[src/rtl/if_stage_pkg.sv]
// Shared fetch/pipeline definitions: the 32-bit word type, parameter defaults
// and the PC alignment helper.
package if_stage_pkg;

  typedef logic [31:0] word_t;

  localparam word_t DEF_RESET_PC  = 32'h0000_0000;
  localparam int    DEF_PC_STEP   = 4;
  localparam word_t DEF_NOP_INSTR = 32'h0000_0000;

  // Instructions are word-aligned, so a redirect target never carries low bits.
  function automatic word_t align_pc(input word_t addr);
    return {addr[31:2], 2'b00};
  endfunction

endpackage

[src/rtl/if_stage_if_id_reg.sv]
// IF/ID pipeline register. The priority order is stall, then bubble, then load,
// which matches the downstream ID/EX and EX/MEM registers.
module if_id_reg
  import if_stage_pkg::*;
#(
  parameter word_t NOP_INSTR = DEF_NOP_INSTR
) (
  input  logic  Clk,
  input  logic  Rst_n,
  input  logic  stall,
  input  logic  bubble,
  input  word_t instr_in,
  input  word_t pc_inc_in,
  output word_t instr_out,
  output word_t pc_inc_out,
  output logic  valid_out
);

  always_ff @(posedge Clk or negedge Rst_n) begin
    if (!Rst_n) begin
      instr_out  <= NOP_INSTR;
      pc_inc_out <= '0;
      valid_out  <= 1'b0;
    end else if (stall) begin
      instr_out  <= instr_out;
      pc_inc_out <= pc_inc_out;
      valid_out  <= valid_out;
    end else if (bubble) begin
      instr_out  <= NOP_INSTR;
      pc_inc_out <= '0;
      valid_out  <= 1'b0;
    end else begin
      instr_out  <= instr_in;
      pc_inc_out <= pc_inc_in;
      valid_out  <= 1'b1;
    end
  end

endmodule

[src/rtl/if_stage.sv]
// Instruction-fetch stage: PC register and sequencer, redirect handling with a
// pending slot for redirects that arrive during a stall, and the IF/ID register.
module if_stage
  import if_stage_pkg::*;
#(
  parameter word_t RESET_PC  = DEF_RESET_PC,
  parameter int    PC_STEP   = DEF_PC_STEP,
  parameter word_t NOP_INSTR = DEF_NOP_INSTR
) (
  input  logic  Clk,
  input  logic  Rst_n,
  input  logic  stall,
  input  logic  bubble,
  input  logic  redirect,
  input  word_t redirect_target,
  output word_t imem_addr,
  input  word_t imem_data,
  output word_t pc_out,
  output word_t instr_out,
  output word_t pc_inc_out,
  output logic  valid_out
);

  localparam word_t STEP = word_t'(PC_STEP);

  word_t pc;
  word_t pc_next;
  word_t pc_inc;
  logic  pend_valid;
  word_t pend_target;
  logic  squash;

  assign imem_addr = pc;
  assign pc_out    = pc;
  assign pc_inc    = pc + STEP;

  // A fetched word is wrong-path if a redirect is taking effect this cycle,
  // whether fresh or released from the pending slot.
  assign squash = bubble | redirect | pend_valid;

  always_comb begin
    pc_next = pc_inc;
    if (stall)           pc_next = pc;
    else if (redirect)   pc_next = align_pc(redirect_target);
    else if (pend_valid) pc_next = align_pc(pend_target);
  end

  always_ff @(posedge Clk or negedge Rst_n) begin
    if (!Rst_n) begin
      pc <= RESET_PC;
    end else begin
      pc <= pc_next;
    end
  end

  // Latest redirect seen during a stall wins; the slot is always emptied once
  // the stall releases, either consumed or superseded by a fresh redirect.
  always_ff @(posedge Clk or negedge Rst_n) begin
    if (!Rst_n) begin
      pend_valid  <= 1'b0;
      pend_target <= '0;
    end else if (stall) begin
      if (redirect) begin
        pend_valid  <= 1'b1;
        pend_target <= redirect_target;
      end
    end else begin
      pend_valid <= 1'b0;
    end
  end

  if_id_reg #(
    .NOP_INSTR(NOP_INSTR)
  ) u_if_id_reg (
    .Clk        (Clk),
    .Rst_n      (Rst_n),
    .stall      (stall),
    .bubble     (squash),
    .instr_in   (imem_data),
    .pc_inc_in  (pc_inc),
    .instr_out  (instr_out),
    .pc_inc_out (pc_inc_out),
    .valid_out  (valid_out)
  );

endmodule

[config.mk]
export PLATFORM = sky130hd
export DESIGN_NAME = if_stage
export DESIGN_NICKNAME = d
export VERILOG_FILES = /design/src/rtl/if_stage_pkg.sv /design/src/rtl/if_stage_if_id_reg.sv /design/src/rtl/if_stage.sv
export SDC_FILE = /design/constraint.sdc
export NUM_CORES = 1
export LEC_CHECK = 0
export BUFFER_PORTS_ARGS = -buffer_cell sky130_fd_sc_hd__buf_2
export CAP_MARGIN = 5
export CORE_UTILIZATION = 40
export CTS_BUF_LIST = sky130_fd_sc_hd__clkbuf_4 sky130_fd_sc_hd__clkbuf_8
export DETAILED_ROUTE_END_ITERATION = 7
export GPL_ROUTABILITY_DRIVEN = 0
export PLACE_DENSITY = 0.67
export SETUP_SLACK_MARGIN = 0.02
export SYNTH_ARGS = -nofsm -noshare
export SYNTH_HDL_FRONTEND = slang
export SYNTH_SLANG_ARGS = --single-unit
[constraint.sdc]
create_clock -name Clk -period 2 [get_ports Clk]
set_input_delay 0.1 -clock Clk [delete_from_list [all_inputs] [get_ports Clk]]
set_output_delay 0.1 -clock Clk [all_outputs]
set_load 0.05 [all_outputs]
# --- Word-level counts from Yosys, hierarchy flattened ---
# Cells that the tools add are included.
# W data, S select, Z words.
totals:
  wordCells: 18
  out_inout_bits: 129
  ff_bits: 130
  mem_bits_rw: 0
  romBits: 0
  input_bits: 69
  latchBits: 0
  mem_count: 0
classes:
  shifts: 0
  eq_ne: 1
  magnitude_cmp: 0
  n_div: 0
  n_reduce_logical: 1
  n_mul: 0
  n_mux: 7
  n_bitwise: 2
  n_addsub: 1
ops:
  columns: ["op", "n"]
  rows:
  - ["$mux W32", 4]
  - ["$add A32 B3 Y32 const B", 1]
  - ["$mux W1", 3]
  - ["$ne A2 B1 Y1 const B", 1]
  - ["$or A1 B1 Y1", 2]
  - ["$reduce_and A2 Y1", 1]

# --- Depth between registers and ports, before layout ---
depth:
  word_depth: 3
  ltp_mapped: 7
  depth_no_buf: 5

# --- By module ---
# From an unflattened synthesis, not the netlist that was laid out.
hier_totals:
  cells_unflattened: 721
  hier_area_um2: 6781.5
modules_own_cells:
  columns: ["mod", "cells_per_inst", "instances", "area_each_um2"]
  rows:
  - ["if_stage", 443, 1, 4072.7]
  - ["if_id_reg", 278, 1, 2708.8]

# --- Worst setup path after synthesis ---
# Ideal clock, no wire load.
synth_timing:
  path_kind: "register to register"
  startpoint: "register pc[2], in the netlist imem_addr[2]"
  endpoint: "register pc[26], in the netlist imem_addr[26]"
  arrival_ns: 2.291
  synth_period_minus_slack_ns: 2.418
  setup_ns: 0.126
  path_stages_with_launch: 7
  path_slack_ns: -0.418
  path_buffers: 1
  required_ns: 1.874
  cell_sequence: "dfrtp_1 ha_1 nand4_2 nor4_1 buf_2 nand2_1 a311o_1"
synth_via:
  elab_chain_len: 3
synth_rtl:
  columns: ["element", "line", "source"]
  rows:
  - ["start, declared", "if_stage.sv:26", "word_t pc;"]
  - ["start signal, assigned", "if_stage.sv:52", "pc <= pc_next;"]
  - ["$add A32 B3 Y32", "if_stage.sv:35", "assign pc_inc = pc + STEP;"]
  - ["$mux W32", "if_stage.sv:45", "else if (pend_valid) pc_next = align_pc(pend_target);"]
  - ["$mux W32", "if_stage.sv:44", "else if (redirect) pc_next = align_pc(redirect_target);"]
# Every way passes these cells.
# A chain may end at the register's enable or synchronous reset.

# --- Worst setup path in the final report ---
layout_timing:
  startpoint: "register pc[4], in the netlist imem_addr[4]"
  endpoint: "register pc[25], in the netlist imem_addr[25]"
# Same word-level chain as after synthesis.

==> impl_results.md <==
- Final Max Slew Viols: 0
- Area taken by flip-flops and latches: about 0.0031 mm²
- Slew @ Worst Pin: between 0.5 and 0.6 ns
- Critical path startpoint category: flop
- Die area: approximately 0.016 mm²
- Clock Sinks: 124
- Sequential-to-total area share from yosys stat: 0.485
- Asr flop ratio synth: 1.00
- Synth Register Bits: between 100 and 150
- Initial Util: 0.415
- CTS buffer count: 17
- Final setup viols: 0
- Main flop type after synthesis: dfrtp_1
- Reg-to-reg critical path endpoint: imem_addr[25]
- Relative slew margins: 0.600
- Die width: 128 µm
- Total routing usage reported by global routing: 0.239
- Dominant combinational cell family by area after synthesis: compound AO/OA/AOI/OAI gates
- CP Class: flop to flop
- N_diodes: 0
- Vias/cell: between 5 and 6
- Final hold violation count: 0
- CP max FO: 11
- Library cells used by synthesis: 63
- Worst-Skew Late Latency: about 0.45 ns
- Lkg Pwr: ~4.2 nW
- Fraction of the mapped netlist area in adder cells: 0.00196
- Final Power: just under 8 mW
- Simple-gate area share of the yosys netlist: 0.145
- Inst Count DP: 998
- Crit path DAT: 2.25 ns
- Achievable Freq: about 520 MHz
- CTS max path bufs: 2
- Number of global-route vias before repair: 5877
- Die Span Y: 128 µm
- Routed Antenna Nets: 0
- Setup crit start: imem_addr[4]
- Layout cells sized above 1: 0.385
- Setup crit end kind: flop
- Fin Hold WS: 0.141 ns
- MaxCap Viol Count: 0
- Port Buffers: about 190
- Global-route wire length before repair: 30600 µm
- End of the critical path: imem_addr[25]
- Routed Wire Length: 19400 µm
- DRC violations left: 0
- Pwr Density: 910 mW/mm²
- XOR/XNOR Fraction of Synth Area: 0.0137
- Outcome: finished clean
- Final std cells w/o fill: between 1000 and 1500
- WL per Instance: 17.7 µm
- Post-synth EDFFs: 0
- CTS tree: built
- Drt pass-1 iters: 5
- Mapped Area: roughly 0.0064 mm²
- Flop-to-flop setup slack: 0.08 ns
- RSZ-0062 raised after global routing: true
- H-tree levels: 4
- Synth Area per Inst: around 10 µm²
- GRT overflow: 0
- Fillers: around 1400
- CTS root buf: clkbuf_8
- Worst-case reg-to-reg path depth: 4
- Row count: between 40 and 50
- Placed wire-length estimate: 13200 µm
- Reg clk slew, reported paths: approximately 0.08 ns
- Initial antenna violation count: 0
- Synth-to-layout area growth: 36.4%
- Mux cell area share after synthesis: 0.0575
- Top cell type's share of synthesized area: 0.485
- Nets@finish: 941
- Peak supply drop: around 0.5 mV
- Iter 0 DRT Violations: approximately 470
- Min-Delay Path Class: input pin to flop
- Mapped Cells: 632
- Fin Clk Skew: 0.0113 ns
- Critical path required time: between 2 and 2.5 ns
- Pin count of the biggest net entering global routing: 91
- Leading post-synthesis cells by cell area: dfrtp_1, mux2_2, a22o_1, buf_4, nand2_1
- Yosys warns: 0
- Complex-gate fraction of the synthesized area: 0.212
- Core ar.: 0.0154 mm²
- Total number of vias: roughly 6000
- Period minus WS final: between 1.5 and 2 ns
- Reg2reg start: imem_addr[4]
- Yosys top cell by area: dfrtp_1
- Area of the multi-input gates: 0.00285 mm²
- Fin crit share: 0.960
- IO Count: slightly below 200
## repair_timing
item / in CTS / in global routing
pin swaps: 0 / 1
setup buffers: 0 / 2
hold buffers: 63 / 0
endpoints found under the hold margin: 108 / 0
gates resized for setup: 2 / 6
setup endpoints to repair: 3 / 18
cloned: 0 / 0
## area by class of cell
cell class | count | share of cell area
clock buffer | 18 | 0.0284
clock inverter | 14 | 0.0209
sequential | 124 | 0.358
timing repair buffer | 306 | 0.231
multi-input combinational | 410 | 0.326
tap | 211 | 0.0303
inverter | 12 | 0.00516
## critical path, stage by stage, from the launching register on
cell and delay (ns):
dfrtp_2 0.49, nand4_1 0.23, or4_4 0.48, or2_0 0.24, a311o_1 0.37
## routing by layer
| layer | track usage | share of wire | vias up |
|---|---|---|---|
| met5 | 0 | 0 | - |
| met4 | 0.0907 | 0.017 | 0 |
| met3 | 0.0557 | 0.066 | 29 |
| met2 | 0.384 | 0.48 | 237 |
| met1 | 0.315 | 0.44 | 2948 |
| li1 | - | - | 2801 |
## flip-flops by register name, indices dropped and copies added (netlist names)
signal and flops:
u_if_id_reg.valid_out 1, imem_addr 30, pend_target 30, pend_valid 1
u_if_id_reg.instr_out 32, u_if_id_reg.pc_inc_out 30
## power breakdown
group / internal, mW / leakage [nW] / switching, mW
Sequential: 2.78 / 1.56 / 0.229
Combinational: 0.774 / 2.40 / 1.75
Clock: 1.29 / 0.208 / 1.12
Total: 4.84 / 4.17 / 3.10
## metrics by stage
| step | worst slack, ns | cell area [µm²] | utilization | TNS, ns |
|---|---|---|---|---|
| final | 0.0798 | 8720 | 0.565 | 0 |
| after global placement | 0.0345 | 7600 | 0.492 | 0 |
| after floorplan | -0.0279 | 6470 | - | -0.0538 |
| after CTS | 0.0250 | 8670 | 0.562 | 0 |
| after detailed placement | -0.120 | 7600 | 0.492 | -0.212 |
| after global routing | 0.00726 | 8720 | 0.565 | 0 |
## logic make-up (layout without fill, tap and decap cells)
family,count (synthesis),count (layout)
flip-flops,124,124
multiplexers,33,33
adder cells (fa/ha/maj),1,1
AND/OR/NAND/NOR,180,180
other,1,6
AO/OA/AOI/OAI,180,180
XOR/XNOR,10,10
buffers and inverters,103,350
## worst min-delay path by stage
stage / from / slack, ns / to / depth (start not counted)
2_1_floorplan: Rst_n / -0.20 / imem_addr[10] / 0
3_3_place_gp: Rst_n / 0.12 / pend_target[5] / 1
3_5_place_dp: Rst_n / 0.12 / pend_target[2] / 1
4_1_cts: stall / 0.11 / u_if_id_reg.pc_inc_out[29] / 3
5_1_grt: stall / 0.15 / u_if_id_reg.pc_inc_out[28] / 2
6_report: stall / 0.14 / u_if_id_reg.pc_inc_out[29] / 3
## Yosys cell counts, types with 6 or more instances
cell type / instances
and2_1: 9
o311a_1: 6
a21oi_1: 20
nand3_1: 13
a221o_1: 12
a22o_1: 36
xnor2_1: 9
nor3_1: 19
a31oi_1: 6
dfrtp_1: 124
and3_1: 8
nor2_1: 25
buf_4: 36
clkbuf_1: 39
inv_1: 12
mux2_2: 30
a311o_1: 9
nand2_1: 63
nand4_1: 10
buf_2: 14
nor4_1: 11
o21ai_0: 34
a22oi_1: 17
## placed cells by master, fill, tap and decap left out, types with 18 or more instances in the layout
| cell type | count |
|---|---|
| buf_2 | 187 |
| dfrtp_1 | 106 |
| nand2_1 | 63 |
| dlygate4sd3_1 | 63 |
| buf_4 | 54 |
| a22o_1 | 36 |
| o21ai_0 | 34 |
| mux2_2 | 30 |
| nor2_1 | 25 |
| a21oi_1 | 20 |
| nor3_1 | 19 |
| clkbuf_8 | 18 |
| dfrtp_2 | 18 |
No activity file was read; power rests on OpenSTA's default activity.
